`src/rtl/tff_stream_decoder_if.sv`:
```
// Stream bundle for tff_stream_decoder: T flip-flop line samples in, decoded words out.
interface tff_stream_decoder_if #(
  parameter int unsigned WIDTH = 8
);
  logic             q_in;
  logic             q_valid;
  logic             sync;
  logic [WIDTH-1:0] dout;
  logic             dout_valid;
  logic             dout_ready;
  logic             overrun;
  logic             par_err;

  modport master (
    output q_in, q_valid, sync, dout_ready,
    input  dout, dout_valid, overrun, par_err
  );

  modport slave (
    input  q_in, q_valid, sync, dout_ready,
    output dout, dout_valid, overrun, par_err
  );
endinterface

```
`src/rtl/tff_stream_decoder.sv`:
```
// Decodes a T flip-flop line (bit = level change) into WIDTH-bit words, LSB first.
// Optional even-parity trailer bit enabled by defining TFF_DEC_PARITY_EN.
module tff_stream_decoder #(
  parameter int unsigned WIDTH = 8
) (
  input  logic                 clk,
  input  logic                 rst,
  tff_stream_decoder_if.slave  bus
);

  localparam int unsigned CNT_W = $clog2(WIDTH + 1);
  localparam logic [CNT_W-1:0] LAST_IDX = CNT_W'(WIDTH - 1);

`ifdef TFF_DEC_PARITY_EN
  typedef enum logic [1:0] {IDLE, SHIFT, PAR} state_e;
`else
  typedef enum logic {IDLE, SHIFT} state_e;
`endif

  state_e           state_q, state_d;
  logic             q_ref_q, q_ref_d;
  logic [CNT_W-1:0] bit_cnt_q, bit_cnt_d;
  logic [WIDTH-1:0] sr_q, sr_d;
  logic [WIDTH-1:0] dout_q, dout_d;
  logic             dout_valid_q, dout_valid_d;
  logic             overrun_q, overrun_d;
  logic             par_err_d;
  logic             complete_c;
  logic [WIDTH-1:0] word_c;
  logic             bit_c;

  // Next-state, word assembly and output register update
  always_comb begin
    state_d      = state_q;
    q_ref_d      = q_ref_q;
    bit_cnt_d    = bit_cnt_q;
    sr_d         = sr_q;
    dout_d       = dout_q;
    dout_valid_d = dout_valid_q;
    overrun_d    = overrun_q;
    par_err_d    = 1'b0;
    complete_c   = 1'b0;
    word_c       = sr_q;
    bit_c        = bus.q_in ^ q_ref_q;

    if (dout_valid_q && bus.dout_ready) begin
      dout_valid_d = 1'b0;
    end

    // sync restarts framing from any state and outranks a same-cycle strobe
    if (bus.sync) begin
      q_ref_d   = bus.q_in;
      bit_cnt_d = '0;
      sr_d      = '0;
      overrun_d = 1'b0;
      state_d   = SHIFT;
    end else begin
      case (state_q)
        IDLE: begin
          state_d = IDLE;
        end
        SHIFT: begin
          if (bus.q_valid) begin
            q_ref_d = bus.q_in;
            word_c  = sr_q | (WIDTH'(bit_c) << bit_cnt_q);
            if (bit_cnt_q == LAST_IDX) begin
`ifdef TFF_DEC_PARITY_EN
              sr_d      = word_c;
              bit_cnt_d = CNT_W'(WIDTH);
              state_d   = PAR;
`else
              complete_c = 1'b1;
              sr_d       = '0;
              bit_cnt_d  = '0;
`endif
            end else begin
              sr_d      = word_c;
              bit_cnt_d = bit_cnt_q + CNT_W'(1);
            end
          end
        end
`ifdef TFF_DEC_PARITY_EN
        PAR: begin
          if (bus.q_valid) begin
            q_ref_d   = bus.q_in;
            sr_d      = '0;
            bit_cnt_d = '0;
            state_d   = SHIFT;
            if ((^sr_q) ^ bit_c) begin
              par_err_d = 1'b1;
            end else begin
              complete_c = 1'b1;
            end
          end
        end
`endif
        default: begin
          state_d = IDLE;
        end
      endcase
    end

    // A full, unconsumed output register drops the new word
    if (complete_c) begin
      if (!dout_valid_q || bus.dout_ready) begin
        dout_d       = word_c;
        dout_valid_d = 1'b1;
      end else begin
        overrun_d = 1'b1;
      end
    end
  end

  always_ff @(posedge clk) begin
    if (!rst) begin
      state_q      <= IDLE;
      q_ref_q      <= 1'b0;
      bit_cnt_q    <= '0;
      sr_q         <= '0;
      dout_q       <= '0;
      dout_valid_q <= 1'b0;
      overrun_q    <= 1'b0;
    end else begin
      state_q      <= state_d;
      q_ref_q      <= q_ref_d;
      bit_cnt_q    <= bit_cnt_d;
      sr_q         <= sr_d;
      dout_q       <= dout_d;
      dout_valid_q <= dout_valid_d;
      overrun_q    <= overrun_d;
    end
  end

`ifdef TFF_DEC_PARITY_EN
  logic par_err_q;

  always_ff @(posedge clk) begin
    if (!rst) begin
      par_err_q <= 1'b0;
    end else begin
      par_err_q <= par_err_d;
    end
  end

  assign bus.par_err = par_err_q;
`else
  logic unused_par_c;
  assign unused_par_c = par_err_d;
  assign bus.par_err  = 1'b0;
`endif

  assign bus.dout       = dout_q;
  assign bus.dout_valid = dout_valid_q;
  assign bus.overrun    = overrun_q;

endmodule

```
`src/flat_wrapper.sv`:
```
// flat-port wrapper written by rule: the top's interface ports become plain ports
module tff_stream_decoder_flat 
#(
  parameter int unsigned WIDTH = 8
)
  (clk, rst, bus_q_in, bus_q_valid, bus_sync, bus_dout_ready, bus_dout, bus_dout_valid, bus_overrun, bus_par_err);
  tff_stream_decoder_if #(.WIDTH(WIDTH)) bus_i ();
  input  logic clk;
  input  logic rst;
  input wire logic [$bits(bus_i.q_in)-1:0] bus_q_in;
  input wire logic [$bits(bus_i.q_valid)-1:0] bus_q_valid;
  input wire logic [$bits(bus_i.sync)-1:0] bus_sync;
  input wire logic [$bits(bus_i.dout_ready)-1:0] bus_dout_ready;
  output wire logic [$bits(bus_i.dout)-1:0] bus_dout;
  output wire logic [$bits(bus_i.dout_valid)-1:0] bus_dout_valid;
  output wire logic [$bits(bus_i.overrun)-1:0] bus_overrun;
  output wire logic [$bits(bus_i.par_err)-1:0] bus_par_err;
  assign bus_i.q_in = bus_q_in;
  assign bus_i.q_valid = bus_q_valid;
  assign bus_i.sync = bus_sync;
  assign bus_i.dout_ready = bus_dout_ready;
  assign bus_dout = bus_i.dout;
  assign bus_dout_valid = bus_i.dout_valid;
  assign bus_overrun = bus_i.overrun;
  assign bus_par_err = bus_i.par_err;
  tff_stream_decoder #(.WIDTH(WIDTH)) u_core (.clk(clk), .rst(rst), .bus(bus_i));
endmodule
```
`config.mk`:
```
export PLATFORM = sky130hd
export DESIGN_NAME = tff_stream_decoder_flat
export DESIGN_NICKNAME = d
export VERILOG_FILES = /design/src/rtl/tff_stream_decoder_if.sv /design/src/rtl/tff_stream_decoder.sv /design/src/flat_wrapper.sv
export SDC_FILE = /design/constraint.sdc
export NUM_CORES = 1
export LEC_CHECK = 0
export CORE_AREA = 2 2 49 74
export DETAILED_ROUTE_END_ITERATION = 10
export DIE_AREA = 0 0 51 76
export PLACE_DENSITY = 0.67
export SETUP_SLACK_MARGIN = 0.3
export SLEW_MARGIN = 25
export SYNTH_ARGS = -nofsm -noshare
export SYNTH_HDL_FRONTEND = slang
export SYNTH_SLANG_ARGS = --single-unit
```
`constraint.sdc`:
```
create_clock -name clk -period 1.3 [get_ports clk]
set_clock_uncertainty 0.15 [all_clocks]
set_input_delay 0.13 -clock clk [delete_from_list [all_inputs] [get_ports clk]]
set_output_delay 0.13 -clock clk [all_outputs]
set_load 0.02 [all_outputs]
```
==> results of run 1 <==
[per-layer routing]
layer	vias to the layer above	track usage [%]	wire (um)
met5	-	0	0
met4	0	5.68	34
met3	2	1.76	86
met2	25	28.6	1550
met1	481	14.9	982
li1	496	-	-
[registers in the layout (all words and copies together) (netlist names)]
register,cells
u_core.bus.dout_valid,1
u_core.sr_q,8
u_core.bit_cnt_q,4
u_core.bus.overrun,1
u_core.state_q,1
u_core.bus.dout,8
u_core.q_ref_q,1
[through the flow]
stage	total power (W)	utilization (%)	worst slack, ns
after CTS	0.00132	47.2	-0.100
after floorplan	0.000823	-	-0.0270
after global placement	0.000876	42.8	-0.386
final	0.00131	48.3	-0.101
after detailed placement	0.000880	42.8	-0.403
after global routing	0.00136	48.3	-0.152
[area by class of cell]
type	count	area, um^2	share of cell area, %
Tap cell	42	52.6	3.31
Inverter	1	3.75	0.237
Timing Repair Buffer	41	390	24.6
Sequential cell	24	507	31.9
Multi-Input combinational cell	80	588	37.1
Clock buffer	4	45.0	2.84
[cell families (layout without fill, tap and decap cells)]
group | after synthesis | after routing | synth area share, %
fa+ha+maj | 1 | 1 | 1.16
flops | 24 | 24 | 44.5
other cells | 1 | 1 | 0.347
buf+inv | 10 | 46 | 7.88
simple gates | 39 | 39 | 21.7
compound gates | 36 | 36 | 22.0
xor+xnor | 3 | 3 | 2.43
[worst max-delay path by stage]
stage	endpoint	from	cells past startpoint
2_1_floorplan	u_core.bus.dout[0]$_SDFFE_PN0P_	u_core.bit_cnt_q[2]$_SDFFE_PP0P_	3
5_1_grt	u_core.bus.dout[1]$_SDFFE_PN0P_	u_core.bit_cnt_q[2]$_SDFFE_PP0P_	3
3_3_place_gp	u_core.bus.dout[1]$_SDFFE_PN0P_	bus_sync	4
3_5_place_dp	u_core.bus.dout[5]$_SDFFE_PN0P_	bus_sync	4
4_1_cts	u_core.bus.dout[4]$_SDFFE_PN0P_	u_core.bit_cnt_q[3]$_SDFFE_PP0P_	3
6_report	u_core.bus.dout[7]$_SDFFE_PN0P_	u_core.bit_cnt_q[3]$_SDFFE_PP0P_	3
[power by group]
| group | leakage, nW | switching (W) | internal [W] |
|---|---|---|---|
| clock | 0.0228 | 0.000227 | 0.000219 |
| sequential | 0.202 | 0.00000634 | 0.000736 |
| combinational | 0.362 | 0.0000628 | 0.0000605 |
| total | 0.587 | 0.000296 | 0.00102 |
[critical path, stage by stage, from the launching register on]
cell and delay, ns:
dfxtp_4 0.36, or3b_4 0.45, nor3_4 0.21, a211oi_1 0.10
[cells in the mapped netlist, drive strengths merged]
master  count  share of area, %
buf         8               6.8
nor2       14               4.9
xor2        1              0.81
a41oi       4               3.2
or3b        1               1.0
and4bb      1               1.2
inv         1              0.35
nand3b      2               1.4
a31oi      13               7.5
and2        2               1.2
ha          1               1.2
nand3       2              0.93
nor2b       2               1.2
a211oi      4               2.8
nand2b      2               1.2
nand2       3               1.0
nor3        1               1.5
o21ai       2              0.93
a21oi       8               4.1
xnor2       2               1.6
and2b       1              0.70
nor3b       1               1.2
nand4       4               2.3
or3         1              0.58
dfxtp      24                44
o31ai       4               2.8
and4b       1              0.93
a21o        1              0.70
conb        1              0.35
clkbuf      1              0.70
and3        1              0.58
[placed cells by master (no fill, tap or decap), types with 3 or more instances in the layout]
cell type        netlist  layout
dfxtp_1               24       9
dfxtp_2                0      12
buf_6                  5      16
a21oi_1                7       6
a211oi_1               4       3
a41oi_1                4       4
nor2_1                14      14
nand4_1                4       4
buf_4                  1      19
dfxtp_4                0       3
o31ai_2                0       4
a31oi_1               13      12
clkdlybuf4s50_1        0       3
clkbuf_8               0       3
[repair_timing]
action	4_1_cts	5_1_grt
setup endpoints to repair	33	33
buffers inserted	5	0
pin swaps	9	5
resized for setup	80	10
==> flow_metrics.py, run 1 <==
metrics = {
    "hold_path": {
        "holdCritPathClass": "primary input to flip-flop",
        "min_from": "bus_sync",
        "hold_path_depth": 4,
        "holdPathEnd": "u_core.state_q$_SDFF_PN0_",
    },
    "timing": {
        "holdWs_ns": 0.271,
        "setup_slack_ns": -0.101,
        "tns_ns": -1.16,
        "grt_setup_unrepaired": "true",
        "fin_crit_sh_pct": 108,
        "max_freq_mhz": 714,
        "setup_viol": 20,
        "finalHoldViolations": 0,
        "period_needed_ns": 1.40,
        "drv_slew": 0,
    },
    "finish": {
        "final_cells": 192,
        "drive_gt1_share_pct": 48.0,
        "fin_area_um2": 1590,
        "fill_cells": 303,
        "final_net_count": 158,
        "area_growth_pct": 46.9,
        "antenna_cells": 0,
    },
    "die": {
        "fp.coreArea_um2": 3290,
        "rows": 26,
        "dieArea_um2": 3880,
        "fp.dieW_um": 51,
        "die_h_um": 76,
        "pin_count": 17,
        "start_util_pct": 32.9,
    },
    "synth": {
        "synth_warnings": 0,
        "synth_cell_types": 34,
        "ys_ff_latch": 24,
        "synth_area_um2": 1080,
        "syn_avg_cell_area_um2": 9.47,
        "synth_cells": 114,
        "seq_area_frac_synth_pct": 44.5,
        "synth_fp_nets": 121,
    },
    "routing": {
        "vias": 1004,
        "wl_mm": 2.65,
        "routedWlPerCell_um": 13.8,
        "via_per_inst": 5.23,
        "drc": 0,
        "drt_iter0_markers": 29,
        "ant_nets": 0,
        "dr.pass1.iters": 4,
    },
    "clock_network": {
        "clock_path_buffers": 2,
        "insertion_delay_ns": 0.26,
        "clkSlewWorstSetupHoldPaths_ns": 0.08,
        "cts_tree": "yes",
        "clockRootBuffer": "clkbuf_8",
        "numCtsBuffers": 3,
        "ctsHoldBuffers": 0,
        "clock-sinks": 24,
        "cts_max_level": 1,
    },
    "placement": {
        "io_buffers": 15,
        "dp_cells": 183,
        "dp_hpwl_mm": 1.99,
        "gp_congestion": 0.786,
        "place_area_um2": 1410,
    },
    "worst_setup_path": {
        "end_kind": "flip-flop",
        "crit_required_ns": 1.28,
        "cp-start-kind": "flip-flop",
        "critPathArrivalTime_ns": 1.38,
        "crit_type": "flip-flop to flip-flop",
        "cp_max_fo": 5,
        "reg2reg_slack_ns": -0.10,
        "r2r-start": "u_core.bit_cnt_q[3]$_SDFFE_PP0P_",
        "r2r_end": "u_core.bus.dout[7]$_SDFFE_PN0P_",
        "rr_worst_depth": 3,
    },
    "global_route": {
        "antenna_found_initial": 0,
        "first_global_vias": 992,
        "grt_pass1_wl_mm": 4.47,
        "grt_start_max_net_pins": 14,
        "overflow": 0,
        "track_usage_pct": 14.7,
    },
    "power_and_ir_drop": {
        "leakage_nw": 0.587,
        "p_per_area_nw_per_um2": 826,
        "peakVddDrop_mv": 0.517,
    },
    "run_status": {
        "violations": "setup timing",
        "run_status": "complete, but fails checks",
    },
    "run": {
        "cap_violations": 0,
    },
}
(Power assumes the default switching activity.)
==> inputs of run 2 (changes only) <==
Settings changed: CAP_MARGIN from default to 20, CORE_AREA 2 2 49 74 to 2 2 53 68, DIE_AREA 0 0 51 76 to 0 0 55 70.
==> flow_metrics.py, run 2 (same netlist as run 1, synthesis figures left out) <==
metrics = {
    "run_status": {
        "run_status": "complete, but fails checks",
        "violations": "setup timing",
    },
    "routing": {
        "drc": 0,
        "vias": 1004,
        "routedWlPerCell_um": 15.1,
        "via_per_inst": 5.26,
        "ant_nets": 0,
        "dr.pass1.iters": 4,
        "drt_iter0_markers": 21,
        "wl_mm": 2.88,
    },
    "power_and_ir_drop": {
        "p_per_area_nw_per_um2": 889,
        "swShare_pct": 22.6,
        "leakage_nw": 0.609,
        "peakVddDrop_mv": 0.489,
        "seqPwrFrac_pct": 50.7,
        "p_clk_share_pct": 40.2,
        "power_w": 0.00147,
        "p_int_w": 0.00114,
        "p_comb_share_pct": 9.1,
        "switching_power_w": 0.000332,
    },
    "timing": {
        "holdWs_ns": 0.201,
        "finalHoldViolations": 0,
        "period_needed_ns": 1.41,
        "max_freq_mhz": 708,
        "drv_slew": 0,
        "grt_setup_unrepaired": "true",
        "fin_crit_sh_pct": 109,
        "setup_viol": 20,
        "setup_slack_ns": -0.113,
    },
    "die": {
        "pin_count": 17,
        "fp.coreArea_um2": 3300,
        "rows": 24,
        "start_util_pct": 32.7,
        "die_h_um": 70,
        "dieArea_um2": 3850,
        "fp.dieW_um": 55,
    },
    "global_route": {
        "first_global_vias": 1048,
        "overflow": 0,
        "antenna_found_initial": 0,
        "track_usage_pct": 15.7,
        "grt_pass1_wl_mm": 4.59,
        "grt_start_max_net_pins": 15,
    },
    "clock_network": {
        "numCtsBuffers": 3,
        "clockRootBuffer": "clkbuf_8",
        "cts_max_level": 1,
        "cts_tree": "yes",
        "clkSlewWorstSetupHoldPaths_ns": 0.09,
        "clock_path_buffers": 2,
        "clock-sinks": 24,
        "insertion_delay_ns": 0.27,
    },
    "finish": {
        "layout_common_cells": "buf_4, buf_6, a31oi_1, nor2_1, dfxtp_1",
        "drive_gt1_share_pct": 52.6,
        "antenna_cells": 0,
        "final_util_pct": 50.0,
        "area_growth_pct": 53.1,
        "final_common_cell": "buf_4",
        "final_net_count": 160,
    },
    "placement": {
        "dp_hpwl_mm": 1.92,
        "io_buffers": 15,
        "gp_congestion": 0.822,
    },
    "worst_setup_path": {
        "reg2reg_slack_ns": -0.11,
        "critPathArrivalTime_ns": 1.47,
        "crit_type": "flip-flop to flip-flop",
        "cp_max_fo": 5,
        "crit_required_ns": 1.36,
        "end_kind": "flip-flop",
        "cp-start-kind": "flip-flop",
    },
    "hold_path": {
        "holdCritPathClass": "primary input to flip-flop",
    },
    "run": {
        "cap_violations": 0,
    },
}
==> run 2: critical path, cell delays in order (launching register included) <==
cell and delay, ns:
dfxtp_4 0.36, buf_4 0.11, and4b_2 0.26, buf_4 0.15, a21o_4 0.22, a21oi_2 0.09
==> run 2: path summary, 6_finish.rpt <==
path / to / depth (start not counted) / from
min: u_core.bus.dout_valid$_SDFF_PN0_ / 3 / bus_sync
min reg2reg: u_core.sr_q[6]$_SDFFE_PP0P_ / 2 / u_core.sr_q[6]$_SDFFE_PP0P_
max reg2reg: u_core.bit_cnt_q[3]$_SDFFE_PP0P_ / 5 / u_core.bit_cnt_q[3]$_SDFFE_PP0P_
max: u_core.bit_cnt_q[3]$_SDFFE_PP0P_ / 5 / u_core.bit_cnt_q[3]$_SDFFE_PP0P_
==> run 2: routing by layer <==
layer | global-route usage [%] | vias to the layer above | wire [um]
met5 | 0 | - | 0
li1 | - | 499 | -
met1 | 18.7 | 483 | 1200
met3 | 1.92 | 4 | 80
met4 | 4.07 | 0 | 49
met2 | 28.2 | 18 | 1560
==> run 2: stage by stage <==
stage	setup TNS, ns	area (um^2)	std cells	setup slack, ns
3_5_place_dp	-6.87	1380	179	-0.392
5_1_grt	-2.47	1650	191	-0.161
4_1_cts	-0.679	1560	187	-0.0628
6_report	-1.28	1650	191	-0.113
2_1_floorplan	-0.176	1130	114	-0.0270
3_3_place_gp	-6.48	1380	179	-0.366
==> run 2: area by class of cell <==
type	instances	area, um^2
Fill cell	312	1650
Multi-Input combinational cell	81	656
Sequential cell	24	504
Timing Repair Buffer	42	374
Clock buffer	4	66.3
Tap cell	39	48.8
Inverter	1	3.75
==> run 2: timing repair <==
item	CTS	global route
endpoints found under the hold margin	0	0
resized for setup	80	17
setup endpoints to repair	33	33
hold buffers	0	0
setup buffers	3	4
gates cloned	1	0
pin swaps	20	4
==> run 2: power by group through the flow <==
stage          Combinational (W)  Sequential, W  Clock (W)
3_5_place_dp            0.000113       0.000763          0
4_1_cts                 0.000125       0.000743   0.000587
5_1_grt                 0.000143       0.000745   0.000614
3_3_place_gp            0.000109       0.000763          0
2_1_floorplan          0.0000606       0.000763          0
6_report                0.000134       0.000744   0.000591
==> inputs of run 3 (changes only) <==
Settings changed: DONT_BUFFER_PORTS from default to 1, PLACE_DENSITY 0.67 to 0.6.
==> flow_metrics.py, run 3 (same netlist as run 1, synthesis figures left out) <==
metrics = {
    "die": {
        "start_util_pct": 32.7,
        "rows": 24,
        "pin_count": 17,
        "fp.dieW_um": 55,
        "dieArea_um2": 3850,
        "die_h_um": 70,
        "fp.coreArea_um2": 3300,
    },
    "placement": {
        "gp_congestion": 0.799,
        "post-place-ws_ns": -0.111,
        "dp_cells": 160,
        "dp_hpwl_mm": 1.80,
        "io_buffers": 0,
    },
    "global_route": {
        "track_usage_pct": 13.5,
        "grt_start_max_net_pins": 14,
        "grt_pass1_wl_mm": 3.89,
        "overflow": 0,
        "antenna_found_initial": 0,
        "first_global_vias": 911,
    },
    "power_and_ir_drop": {
        "switching_power_w": 0.000285,
        "p_clk_share_pct": 37.4,
        "p_per_area_nw_per_um2": 919,
        "peakVddDrop_mv": 0.516,
        "p_int_w": 0.00105,
        "seqPwrFrac_pct": 55.9,
        "p_comb_share_pct": 6.7,
        "leakage_nw": 0.496,
        "swShare_pct": 21.4,
    },
    "worst_setup_path": {
        "crit_path_start": "u_core.bit_cnt_q[2]$_SDFFE_PP0P_",
        "cp-start-kind": "flip-flop",
        "critPathArrivalTime_ns": 1.35,
        "crit_type": "flip-flop to flip-flop",
        "crit_required_ns": 1.29,
        "end_kind": "flip-flop",
        "cp_max_fo": 5,
        "r2r-start": "u_core.bit_cnt_q[2]$_SDFFE_PP0P_",
    },
    "timing": {
        "max_freq_mhz": 734,
        "fin_crit_sh_pct": 105,
        "drv_slew": 0,
        "setup_slack_ns": -0.0622,
        "period_needed_ns": 1.36,
        "setup_viol": 19,
        "holdWs_ns": -0.157,
        "grt_setup_unrepaired": "true",
        "finalHoldViolations": 4,
    },
    "clock_network": {
        "cts_max_level": 1,
        "cts_tree": "yes",
        "insertion_delay_ns": 0.27,
        "ctsHoldBuffers": 2,
        "clock-sinks": 24,
        "clock_path_buffers": 2,
        "clkSlewWorstSetupHoldPaths_ns": 0.08,
        "clockRootBuffer": "clkbuf_8",
        "numCtsBuffers": 3,
    },
    "finish": {
        "area_growth_pct": 34.6,
        "final_net_count": 142,
        "antenna_cells": 0,
        "layout_common_cells": "nor2_1, buf_4, a31oi_1, dfxtp_2, dfxtp_1",
        "drive_gt1_share_pct": 46.3,
        "final_cells": 173,
    },
    "routing": {
        "routedWlPerCell_um": 14.6,
        "via_per_inst": 5.34,
        "dr.pass1.iters": 4,
        "drc": 0,
        "wl_mm": 2.52,
        "vias": 923,
        "ant_nets": 0,
        "drt_iter0_markers": 13,
    },
    "run": {
        "cap_violations": 0,
    },
    "run_status": {
        "violations": "hold timing, setup timing",
        "run_status": "complete, but fails checks",
    },
    "hold_path": {
        "min_from": "rst",
        "holdCritPathClass": "primary input to flip-flop",
    },
}
==> run 3: cell types whose count changed in the layout (fill, tap and decap cells not counted), sizes merged <==
cell	delta
dlygate4sd2	-2
and3	+1
dlygate4sd3	+2
clkdlybuf4s50	-3
a21o	-1
buf	-15
==> run 3: what timing repair did <==
action	CTS	global route
gates resized for setup	19	14
setup buffers	3	2
pin swaps	12	6
setup endpoints to repair	32	28
endpoints found under the hold margin	7	4
cloned	0	2
==> run 3: routing by layer <==
metal,routed length (um),track usage [%],part of all wire (%),vias up
met5,0,0,0,-
li1,-,-,-,460
met2,1350,24.1,54,13
met4,57,7.32,2.3,0
met1,1070,15.0,42,446
met3,43,0.641,1.7,4
==> run 3: area by class of cell <==
type / instances / area [um^2]
Clock buffer: 4 / 55.1
Fill cell: 315 / 1850
Inverter: 1 / 3.75
Multi-Input combinational cell: 81 / 624
Sequential cell: 24 / 504
Tap cell: 39 / 48.8
Timing Repair Buffer: 24 / 218
==> run 3: critical path, cell delays in order, from the launching register on <==
cell      delay [ns]
dfxtp_2         0.34
or3b_4          0.44
nor3_4          0.19
a211oi_1        0.11
==> run 3: power by group through the flow <==
stage	sequential [W]	combinational, W	clock, W
floorplan	0.000763	0.0000606	0
global placement	0.000763	0.0000728	0
detailed placement	0.000764	0.0000734	0
CTS	0.000745	0.0000804	0.000516
global route	0.000748	0.0000964	0.000536
finish	0.000747	0.0000889	0.000499
==> run 3: final timing paths <==
| kind | to | slack, ns | depth (start not counted) |
|---|---|---|---|
| worst min-delay path | u_core.bit_cnt_q[1]$_SDFFE_PP0P_ | -0.16 | 2 |
| worst max-delay path | u_core.bus.dout[4]$_SDFFE_PN0P_ | -0.06 | 3 |
| worst min register to register | u_core.sr_q[7]$_SDFFE_PP0P_ | 0.34 | 2 |
| worst max register to register | u_core.bus.dout[4]$_SDFFE_PN0P_ | -0.06 | 3 |
==> run 3: per-stage QoR <==
stage | utilization, % | total power, W | cell area (um^2) | TNS [ns]
2_1_floorplan | - | 0.000823 | 1130 | -0.176
3_3_place_gp | 36.8 | 0.000836 | 1220 | -0.566
3_5_place_dp | 36.8 | 0.000837 | 1220 | -0.777
4_1_cts | 41.5 | 0.00134 | 1370 | -0.830
5_1_grt | 44.0 | 0.00138 | 1450 | -1.52
6_report | 44.0 | 0.00134 | 1450 | -0.834
